[config.mk]
export PLATFORM = sky130hd
export DESIGN_NAME = cs_resolve_seq
export DESIGN_NICKNAME = d
export VERILOG_FILES = /design/src/rtl/cs_resolve_seq.sv
export SDC_FILE = /design/constraint.sdc
export NUM_CORES = 1
export LEC_CHECK = 0
export CORE_MARGIN = 2
export CORE_UTILIZATION = 55
export CTS_CLUSTER_DIAMETER = 30
export DETAILED_ROUTE_END_ITERATION = 10
export DONT_BUFFER_PORTS = 1
export GPL_TIMING_DRIVEN = 0
export PLACE_DENSITY = 0.7
export SKIP_LAST_GASP = 1
export SLEW_MARGIN = 20
export SYNTH_ARGS = -nofsm -noshare
export SYNTH_HDL_FRONTEND = slang
export SYNTH_SLANG_ARGS = --single-unit
[constraint.sdc]
create_clock -name clk -period 3.3 [get_ports clk]
set_input_delay 0.33 -clock clk [delete_from_list [all_inputs] [get_ports clk]]
set_output_delay 0.33 -clock clk [all_outputs]
set_load 0.005 [all_outputs]
[src/rtl/cs_resolve_seq.sv]
// Sequential carry-save resolver: adds cs_hi and (cs_lo << OFFSET) with a
// CHUNK-bit ripple slice per cycle, handing the W+1 bit sum downstream.
module cs_resolve_seq #(
    parameter int W      = 14,
    parameter int LW     = 10,
    parameter int OFFSET = 2,
    parameter int CHUNK  = 4
) (
    input  logic         clk,
    input  logic         rst_n,
    input  logic         in_valid,
    output logic         in_ready,
    input  logic [W-1:0] cs_hi,
    input  logic [LW-1:0] cs_lo,
    output logic         out_valid,
    input  logic         out_ready,
    output logic [W:0]   res,
    output logic [1:0]   dbg_state_o
);

    localparam int NCH = (W + CHUNK - 1) / CHUNK;
    localparam int IW  = (NCH > 1) ? $clog2(NCH) : 1;
    localparam int BW  = $clog2(W + 1);

    typedef enum logic [1:0] {
        S_IDLE = 2'd0,
        S_ADD  = 2'd1,
        S_DONE = 2'd2
    } state_e;

    state_e         state_q, state_d;
    logic [W-1:0]   a_q, a_d;
    logic [W-1:0]   b_q, b_d;
    logic [IW-1:0]  idx_q, idx_d;
    logic           cy_q, cy_d;
    logic [W:0]     r_q, r_d;

    logic [BW-1:0]  base;
    logic [CHUNK-1:0] a_sl, b_sl;
    logic [CHUNK:0] csum;
    logic [W:0]     ins, msk;
    logic           last;

    // Handshakes: a transfer happens on a rising edge where valid && ready;
    // ready/valid here come only from the state register, never from the peer.
    assign in_ready    = (state_q == S_IDLE);
    assign out_valid   = (state_q == S_DONE);
    assign res         = r_q;
    assign dbg_state_o = state_q;

    assign base = BW'(idx_q) * BW'(CHUNK);
    assign last = (idx_q == IW'(NCH - 1));
    // Bits shifted in above W-1 are zero, so a partial top chunk carries out of bit W-1 into res[W].
    assign a_sl = CHUNK'(a_q >> base);
    assign b_sl = CHUNK'(b_q >> base);
    assign csum = {1'b0, a_sl} + {1'b0, b_sl} + {{CHUNK{1'b0}}, cy_q};
    assign ins  = (W + 1)'(csum) << base;
    assign msk  = (W + 1)'({(CHUNK + 1){1'b1}}) << base;

    always_ff @(posedge clk or negedge rst_n) begin
        if (!rst_n) begin
            state_q <= S_IDLE;
            a_q     <= '0;
            b_q     <= '0;
            idx_q   <= '0;
            cy_q    <= 1'b0;
            r_q     <= '0;
        end else begin
            state_q <= state_d;
            a_q     <= a_d;
            b_q     <= b_d;
            idx_q   <= idx_d;
            cy_q    <= cy_d;
            r_q     <= r_d;
        end
    end

    always_comb begin
        state_d = state_q;
        a_d     = a_q;
        b_d     = b_q;
        idx_d   = idx_q;
        cy_d    = cy_q;
        r_d     = r_q;
        case (state_q)
            S_IDLE: begin
                if (in_valid) begin
                    a_d     = cs_hi;
                    b_d     = W'(cs_lo) << OFFSET;
                    idx_d   = '0;
                    cy_d    = 1'b0;
                    r_d     = '0;
                    state_d = S_ADD;
                end
            end
            S_ADD: begin
                // The slice's carry bit is provisional until the next slice overwrites it.
                r_d  = (r_q & ~msk) | ins;
                cy_d = csum[CHUNK];
                if (last) begin
                    idx_d   = '0;
                    state_d = S_DONE;
                end else begin
                    idx_d = idx_q + 1'b1;
                end
            end
            S_DONE: begin
                if (out_ready) begin
                    state_d = S_IDLE;
                end
            end
            default: state_d = S_IDLE;
        endcase
    end

endmodule
Yosys cells after proc, flatten, opt, wreduce, memory -nomap -nowiden --
Index checks and enable logic that the tools add are counted.
Storage, ports and cells: flip-flop bits (word level) 44, output and inout port bits 19
Operators by class: bitwise gates (word level) 3, eq/ne operators 6, shifts and indexed selects 4, add/subtract/negate cells 3, reductions and logical operators 5, muxes and demuxes 11
Operators with widths (count):
- one-hot mux 15 bit (2 select lines) | 1
- AND 15 bit | 1
- 2-to-1 mux 15 bit | 1
- inverter 15 bit | 1
- OR 15 bit | 1
- left shift 5 x 4 -> 15 bit | 1
- left shift 5 x 4 -> 15 bit (first input constant) | 1
- >> shifter 14 x 4 -> 4 bit | 1
- >> shifter 12 x 4 -> 4 bit | 1
- 2-to-1 mux 2 bit | 5
- one-hot mux 2 bit (3 select lines) | 1
- adder 4 x 4 -> 5 bit | 1
- adder 5 x 1 -> 5 bit | 1
- equality test 2 bit (second input constant) | 2
- != test 2 bit (second input constant) | 2
- one-hot mux 2 bit (2 select lines) | 1
- AND reduction 2 bit | 2
- AND reduction 3 bit | 1
- adder 2 x 1 -> 2 bit (second input constant) | 1
- equality test 2 x 1 -> 1 bit (second input constant) | 1
- logical NOT 2 bit | 1
- != test 2 x 1 -> 1 bit (second input constant) | 1
- one-hot mux 1 bit (2 select lines) | 1
- nonzero test 2 bit | 1
- 2-to-1 mux 1 bit | 1

Longest topological paths before layout --
Gate-level depths: netlist of run 1.
depth after elaboration 6, mapped depth 10, gate-level depth less buffers 9

Worst setup path before layout of run 1 --
No wires, ideal clock.
kind register to register, start register idx_q[1], end register r_q[7], in the netlist res[7], cell stages (with the launch flop) 8, arrival 2.252 ns, data required time 3.178 ns, setup slack 0.926 ns, clock period less this slack 2.374 ns, setup time 0.122 ns, path through dfrtp_1 -> clkbuf_1 -> nor2b_1 -> a22o_1 -> ha_1 -> and3b_1 -> or3_1 -> a32o_1
On the way: word-level cells in the longest chain between the ends 6, elaborated cells between the ends (all ways) 10, classes of those cells add/sub (2); shift (4); mux (1); bitwise (3)
Ends and longest elaborated chain:
- from (decl) | RTL line 34 | logic [IW-1:0] idx_q, idx_d;
- from (signal assigned) | RTL line 72 | idx_q <= idx_d;
- >> shifter 14 x 4 -> 4 bit / >> shifter 12 x 4 -> 4 bit (equally long branches) | RTL line 54, 55
- adder 4 x 4 -> 5 bit | RTL line 56 | assign csum = {1'b0, a_sl} + {1'b0, b_sl} + {{CHUNK{1'b0}}, cy_q};
- adder 5 x 1 -> 5 bit | RTL line 56
- left shift 5 x 4 -> 15 bit | RTL line 57 | assign ins = (W + 1)'(csum) << base;
- OR 15 bit (*) | RTL line 98 | r_d = (r_q & ~msk) | ins;
- one-hot mux 15 bit (2 select lines) (*) | RTL line 85 | case (state_q)
- to (signal assigned) | RTL line 74 | r_q <= r_d;
- to (decl) | RTL line 36 | logic [W:0] r_q, r_d;
Mark *: on every way between the ends. The rest lies on a longest branch, timed or not. A chain may end at the register's enable or synchronous reset.

Worst setup path in the final report of run 1 --
start register idx_q[1], end register r_q[8], in the netlist res[8]
Same word-level chain as after synthesis.

==> summary.txt, run 1 <==
Floorplan
  • Die footprint: between 0.004 and 0.005 mm^2
  • Die H: 66.4 um
  • # rows: 22
  • I/O pin count: 47
  • Initial core utilization: 0.580
  • Die Width: between 60 and 70 um
  • Core Region: ~0.0037 mm^2

Worst setup path
  • CP required: about 3.5 ns
  • Crit path DAT: ~3.1 ns
  • Crit path largest cell delay: 0.52 ns
  • Most frequent CP cell: fa_1
  • Worst-path cell chain: clkbuf_1 > nor2b_1 > a22oi_1 > fa_1 > inv_1 > fa_1 > a21o_1 > a21oi_1 > o221ai_1
  • Crit path max fanout: 10
  • CP max-delay cell: clkbuf_1
  • R2r setup slk: around 0.39 ns
  • Nature of the critical path endpoint: flop
  • Critical path type: reg -> reg
  • Crit start category: flop

Routing
  • Met2 WL: about 2.2 mm
  • Met1 WL: 1.70 mm
  • WL final: around 4.3 mm
  • Top routing layer in use: met4
  • 1st-iter DRT viols: 76
  • Via count: 1405
  • Drt wl/cell: approximately 19 um
  • Met3 WL: 272 um
  • Vias/cell: between 6 and 7
  • Drt pass-1 iters: 4
  • # DRC: 0
  • Antenna-violating nets left: 0

Layout
  • Final net count: 216
  • Ant diodes: 0
  • Fraction of final layout cells sized beyond drive strength 1: 0.222
  • Final non-filler cell total: about 230
  • Area Overhead vs Synth: 10.1%
  • Fillers: 310

Logic synthesis
  • Largest cells by area after synthesis: dfrtp_1, mux2_2, ha_1
  • Synth top area share: 0.515
  • Warning count from the yosys run: 0
  • Post-synth EDFFs: 0
  • Ys async rst share: 1.00
  • Mux cell area share after synthesis: 0.180
  • Largest family of logic cells by synthesized area: multiplexers
  • Post-synth top cells: dfrtp_1, mux2_2, nand2_1
  • Post-synthesis compound-gate area fraction: 0.130
  • Synth Area in XOR/XNOR: 0.00409
  • Post-synthesis sequential area ratio: 0.515
  • Mapped Cells: 170
  • Synthesized cell area: 0.00214 mm^2
  • Synth Area in Adders: 0.0596
  • Yosys reg bits: between 40 and 50
  • Syn Area/Cell: about 13 um^2
  • Cell taking the most area after synthesis: dfrtp_1
  • Post-synthesis simple-gate area fraction: 0.0754
  • Syn Nets: between 200 and 250
  • Primary FF master, synth: dfrtp_1
  • Post-synth cell types: 33
  • Count leader, synth: dfrtp_1

Pwr
  • Combinational share of power: 0.502
  • NetSw: 1.09 mW
  • PwrDens: 1200 mW/mm^2
  • Power share of the sequential group: 0.340
  • Lkg Pwr: between 1 and 1.5 nW
  • Max VDD drop: a little over 0.6 mV
  • Sw frac: 0.388
  • Total Power: around 2.8 mW
  • Pint: between 1.5 and 2 mW
  • Clock power frac: 0.158

Place
  • Placed insts: 218
  • I/O Buffers: 0
  • RePlAce Congestion: 0.823
  • Final HPWL DP: approximately 3.1 mm

Timing
  • Tmin final: about 2.9 ns
  • Setup TNS: 0 ns
  • Final setup fails: 0
  • Endpoints failing hold: 0
  • Crit share post-route: 0.881
  • RSZ-0062 raised after global routing: no
  • Worst hold slack: 0.173 ns
  • F_max: 344 MHz
  • Worst slew pin tran: between 0.6 and 0.7 ns
  • Relative slew slack: 0.576
  • Pins over their slew limit: 0
  • Clock Skews: 0.00929 ns

Clock tree
  • Root Driver: clkbuf_8
  • H-tree lvl count: 2
  • Clock sink count: 44
  • Worst-Skew Late Latency: about 0.3 ns
  • CTS max path bufs: 2
  • Clock transition at the registers of the reported paths: about 0.080 ns
  • CTS buffer count: 5
  • CTS tree: yes

GRT
  • Number of global-route vias before repair: between 1000 and 1500
  • Grt total ovfl: 0
  • First-pass GRT wire length: slightly below 7 mm
  • Initial antenna violation count: 0
  • Largest net degree at the start of global routing: 45
  • GRT Total Usage: 0.210

Flow run
  • Maxcap violations: 0

Outcome
  • Status: finished clean

Min path
  • Worst Hold Class: in -> reg
[layout make-up]
type	count	area (um^2)	area share
clock buffers	7	96.3	0.0409
well taps	48	60.1	0.0255
flip-flops and latches	44	1100	0.467
inverters	7	26.3	0.0112
plain buffers	9	52.6	0.0223
multi-input cells	110	960	0.407
clock inverters	1	30.0	0.0127
repair buffers	2	30.0	0.0127
[layer usage]
metal  up-vias  track usage
met2        41        0.358
met5         -            0
met4         0       0.0663
met1       723        0.246
met3         7       0.0750
li1        634            -
[kinds of logic after synthesis]
logic type               count (synthesis)
multiplexers                            31
AND/OR/NAND/NOR                         31
AO/OA/AOI/OAI                           38
flip-flops                              44
adder cells (fa/ha/maj)                  9
XOR/XNOR                                 1
buffers and inverters                   16
[sequential cells by signal, indices dropped and copies added (netlist names)]
name and cells:
res 15, a_q 14, idx_q 2, b_q 10, dbg_state_o 2, cy_q 1
[stage by stage]
step	setup slack (ns)	area (um^2)	utilization
6_report	0.392	2360	0.639
5_1_grt	0.235	2360	0.639
4_1_cts	0.384	2360	0.639
3_5_place_dp	0.472	2200	0.596
3_3_place_gp	0.511	2200	0.596
2_1_floorplan	0.926	2140	-
[worst paths after layout]
check                          from       end  depth (start not counted)
max reg2reg                idx_q[1]    res[8]                          9
min                        cs_lo[7]    b_q[9]                          1
max in group asynchronous     rst_n   a_q[11]                          2
max                        idx_q[1]    res[8]                          9
min reg2reg                  b_q[3]    b_q[3]                          1
min in group asynchronous     rst_n  idx_q[1]                          2
[critical path: cells and delay by family, from the launching register on]
kind | cells | cell delay, ns
AOI/OAI and AO/OA | 4 | 0.88
adders and majority gates | 2 | 0.63
buffers and inverters | 2 | 0.58
DFF | 1 | 0.42
and+or+nand+nor | 1 | 0.25
[cell usage in the layout, fill, tap and decap left out, types with 2 or more instances in the layout]
cell and count:
nand2_1 12, a21oi_1 3, mux2i_1 5, nand3_1 3
o21ai_0 9, nor3_1 3, a32o_1 5, buf_6 2
and3b_1 2, ha_1 7, mux2_2 19, a31oi_1 2
nor2_1 2, buf_2 3, fa_1 2, dfrtp_1 44
mux4_2 2, inv_1 7, o31ai_1 2, a22o_1 9
a21o_1 6, mux2_4 5, clkbuf_8 7, nor2b_1 3
clkbuf_1 4
[power by group through the flow]
| stage | clock (mW) | sequential, mW | combinational, mW |
|---|---|---|---|
| 4_1_cts | 0.454 | 0.960 | 1.42 |
| 3_5_place_dp | 0 | 0.971 | 1.39 |
| 6_report | 0.445 | 0.957 | 1.41 |
| 3_3_place_gp | 0 | 0.956 | 1.34 |
| 2_1_floorplan | 0 | 0.916 | 1.11 |
| 5_1_grt | 0.473 | 0.990 | 1.54 |
[repair_timing]
| action | in CTS | in global routing |
|---|---|---|
| setup endpoints to repair | 0 | 0 |
| buffers inserted | 0 | 0 |
| hold buffers | 2 | 0 |
| gates resized for setup | 0 | 0 |
| endpoints found under the hold margin | 44 | 0 |
Note: power is estimated with default switching activity, not from simulation.
==> inputs of run 2 (changes only) <==
Settings changed: RECOVER_POWER set to 50.
==> summary.txt, run 2 (synthesis results as in run 1) <==
Routing
  • 1st-iter DRT viols: 76 (unchanged)
  • WL final: 4.26 mm (about the same)
  • Met1 WL: 1.70 mm (about the same)
  • Via count: 1406 (was 1405)
  • # DRC: 0 (unchanged)
  • Met2 WL: 2.23 mm (about the same)
  • Top routing layer in use: met4 (unchanged)
  • Drt pass-1 iters: 4 (unchanged)
  • Vias/cell: 6.17 (was 6.16)
  • Met3 WL: 272 um (unchanged)
  • Drt wl/cell: 18.7 um (about the same)
  • Antenna-violating nets left: 0 (unchanged)

Clock tree
  • Worst-Skew Late Latency: 0.30 ns (about the same)
  • Post-CTS setup buffers: 0 (unchanged)
  • Clock transition at the registers of the reported paths: 0.08 ns (about the same)
  • H-tree lvl count: 2 (unchanged)
  • Clock sink count: 44 (unchanged)
  • CTS tree: yes (unchanged)
  • CTS buffer count: 5 (unchanged)
  • CTS max path bufs: 2 (unchanged)
  • Root Driver: clkbuf_8 (unchanged)

Floorplan
  • Die footprint: 0.00440 mm^2 (unchanged)
  • # rows: 22 (unchanged)
  • I/O pin count: 47 (unchanged)
  • Die Width: 66.4 um (unchanged)
  • Die H: 66.4 um (unchanged)
  • Core Region: 0.00369 mm^2 (unchanged)
  • Initial core utilization: 0.580 (unchanged)

Pwr
  • Total Power: 2.81 mW (was 2.82 mW)
  • PwrDens: 1200 mW/mm^2 (about the same)
  • Lkg Pwr: 1.09 nW (about the same)
  • Max VDD drop: 0.624 mV (about the same)

GRT
  • Number of global-route vias before repair: 1441 (unchanged)
  • Grt total ovfl: 0 (unchanged)
  • Largest net degree at the start of global routing: 45 (unchanged)
  • Initial antenna violation count: 0 (unchanged)
  • GRT Total Usage: 0.210 (unchanged)
  • First-pass GRT wire length: 6.80 mm (unchanged)

Layout
  • Area Overhead vs Synth: 9.36% (was 10.1%)
  • Commonest non-fill, non-tap cells in the layout: dfrtp_1, mux2_2, nand2_1 (unchanged)
  • Most common cell after layout, fill and taps aside: dfrtp_1 (unchanged)
  • Ant diodes: 0 (unchanged)
  • Max reg flops: 15 (unchanged)
  • Final net count: 216 (unchanged)
  • Fraction of final layout cells sized beyond drive strength 1: 0.217 (was 0.222)

Timing
  • RSZ-0062 raised after global routing: no (unchanged)
  • Endpoints failing hold: 0 (unchanged)
  • F_max: 344 MHz (about the same)
  • Crit share post-route: 0.881 (about the same)
  • Pins over their slew limit: 45 (was 0)
  • Setup TNS: 0 ns (unchanged)
  • Relative slew slack: -0.514 (was 0.576)
  • Tmin final: 2.91 ns (about the same)
  • Clock Skews: 0.00929 ns (unchanged)
  • Worst slew pin tran: 2.27 ns (was 0.636 ns)
  • Final setup fails: 0 (unchanged)

Worst setup path
  • Critical path type: reg -> reg (unchanged)
  • Nature of the critical path endpoint: flop (unchanged)
  • Largest delay share family, worst path: compound AO/OA/AOI/OAI gates (unchanged)
  • Crit path largest cell delay: 0.52 ns (about the same)
  • Crit start category: flop (unchanged)
  • Worst-path cell chain: clkbuf_1 > nor2b_1 > a22oi_1 > fa_1 > inv_1 > fa_1 > a21o_1 > a21oi_1 > o221ai_1 (unchanged)
  • Crit path max fanout: 10 (unchanged)
  • Worst path bufs/invs: 2 (unchanged)
  • CP required: 3.46 ns (about the same)
  • Most frequent CP cell: fa_1 (unchanged)
  • CP max-delay cell: clkbuf_1 (unchanged)
  • Crit path DAT: 3.06 ns (about the same)

Flow run
  • Maxcap violations: 1 (was 0)

Place
  • Final HPWL DP: 3.12 mm (unchanged)
  • I/O Buffers: 0 (unchanged)
  • RePlAce Congestion: 0.823 (unchanged)

Outcome
  • Status: complete, but fails checks (was finished clean)
  • Failing checks: capacitance limit, slew limit

Min path
  • Worst Hold Class: in -> reg (unchanged)
-- run 2: worst paths after layout --
| path | start | endpoint | slack [ns] | cells past startpoint |
|---|---|---|---|---|
| setup reg to reg | idx_q[1] | res[8] | 0.39 | 9 |
| max in group asynchronous | rst_n | a_q[11] | 0.74 | 2 |
| setup / recovery | idx_q[1] | res[8] | 0.39 | 9 |
| hold / removal | cs_lo[7] | b_q[9] | 0.17 | 1 |
| min in group asynchronous | rst_n | idx_q[1] | 1.26 | 2 |
| hold reg to reg | b_q[3] | b_q[3] | 0.51 | 1 |
-- run 2: worst reg2reg max path: stages (launching register included) --
cell and delay [ns]:
dfrtp_1 0.42, clkbuf_1 0.52, nor2b_1 0.26, a22oi_1 0.28, fa_1 0.24, inv_1 0.06, fa_1 0.39, a21o_1 0.20
a21oi_1 0.24, o221ai_1 0.16
-- run 2: timing repair --
| item | in CTS | in global routing |
|---|---|---|
| resized for setup | 0 | 0 |
| hold endpoints to repair | 44 | 0 |
| hold buffers | 2 | 0 |
-- run 2: cell type report --
type,instances,area [um^2]
Sequential cell,44,1100
Clock buffer,7,96.3
Clock inverter,1,30.0
Fill cell,313,1350
Timing Repair Buffer,2,13.8
Multi-Input combinational cell,110,960
Buffer,9,52.6
Inverter,7,26.3
Tap cell,48,60.1
-- run 2: metal layers --
metal	GRT usage	vias up
li1	-	634
met3	0.0750	7
met4	0.0663	0
met1	0.246	724
met5	0	-
met2	0.358	41
-- run 2: power by group --
| group | internal [mW] | total (mW) | leakage (nW) | switching [mW] |
|---|---|---|---|---|
| clock | 0.267 | 0.445 | 0.0645 | 0.178 |
| sequential | 0.798 | 0.957 | 0.540 | 0.159 |
| combinational | 0.658 | 1.41 | 0.482 | 0.755 |
| total | 1.72 | 2.81 | 1.09 | 1.09 |
-- run 2: stage by stage --
stage | instances | instance area (um^2) | setup slack (ns) | utilization | hold WS, ns
2_1_floorplan | 170 | 2140 | 0.926 | - | 0.0344
3_3_place_gp | 218 | 2200 | 0.511 | 0.596 | 0.0355
3_5_place_dp | 218 | 2200 | 0.472 | 0.596 | 0.0356
4_1_cts | 228 | 2360 | 0.384 | 0.639 | 0.165
5_1_grt | 228 | 2340 | 0.235 | 0.634 | 0.161
6_report | 228 | 2340 | 0.392 | 0.634 | 0.173
==> inputs of run 3 (changes only) <==
Settings changed: CAP_MARGIN set to 20.
==> results of run 3 <==
No change in the layout: final DEF, timing and power equal those of run 2.
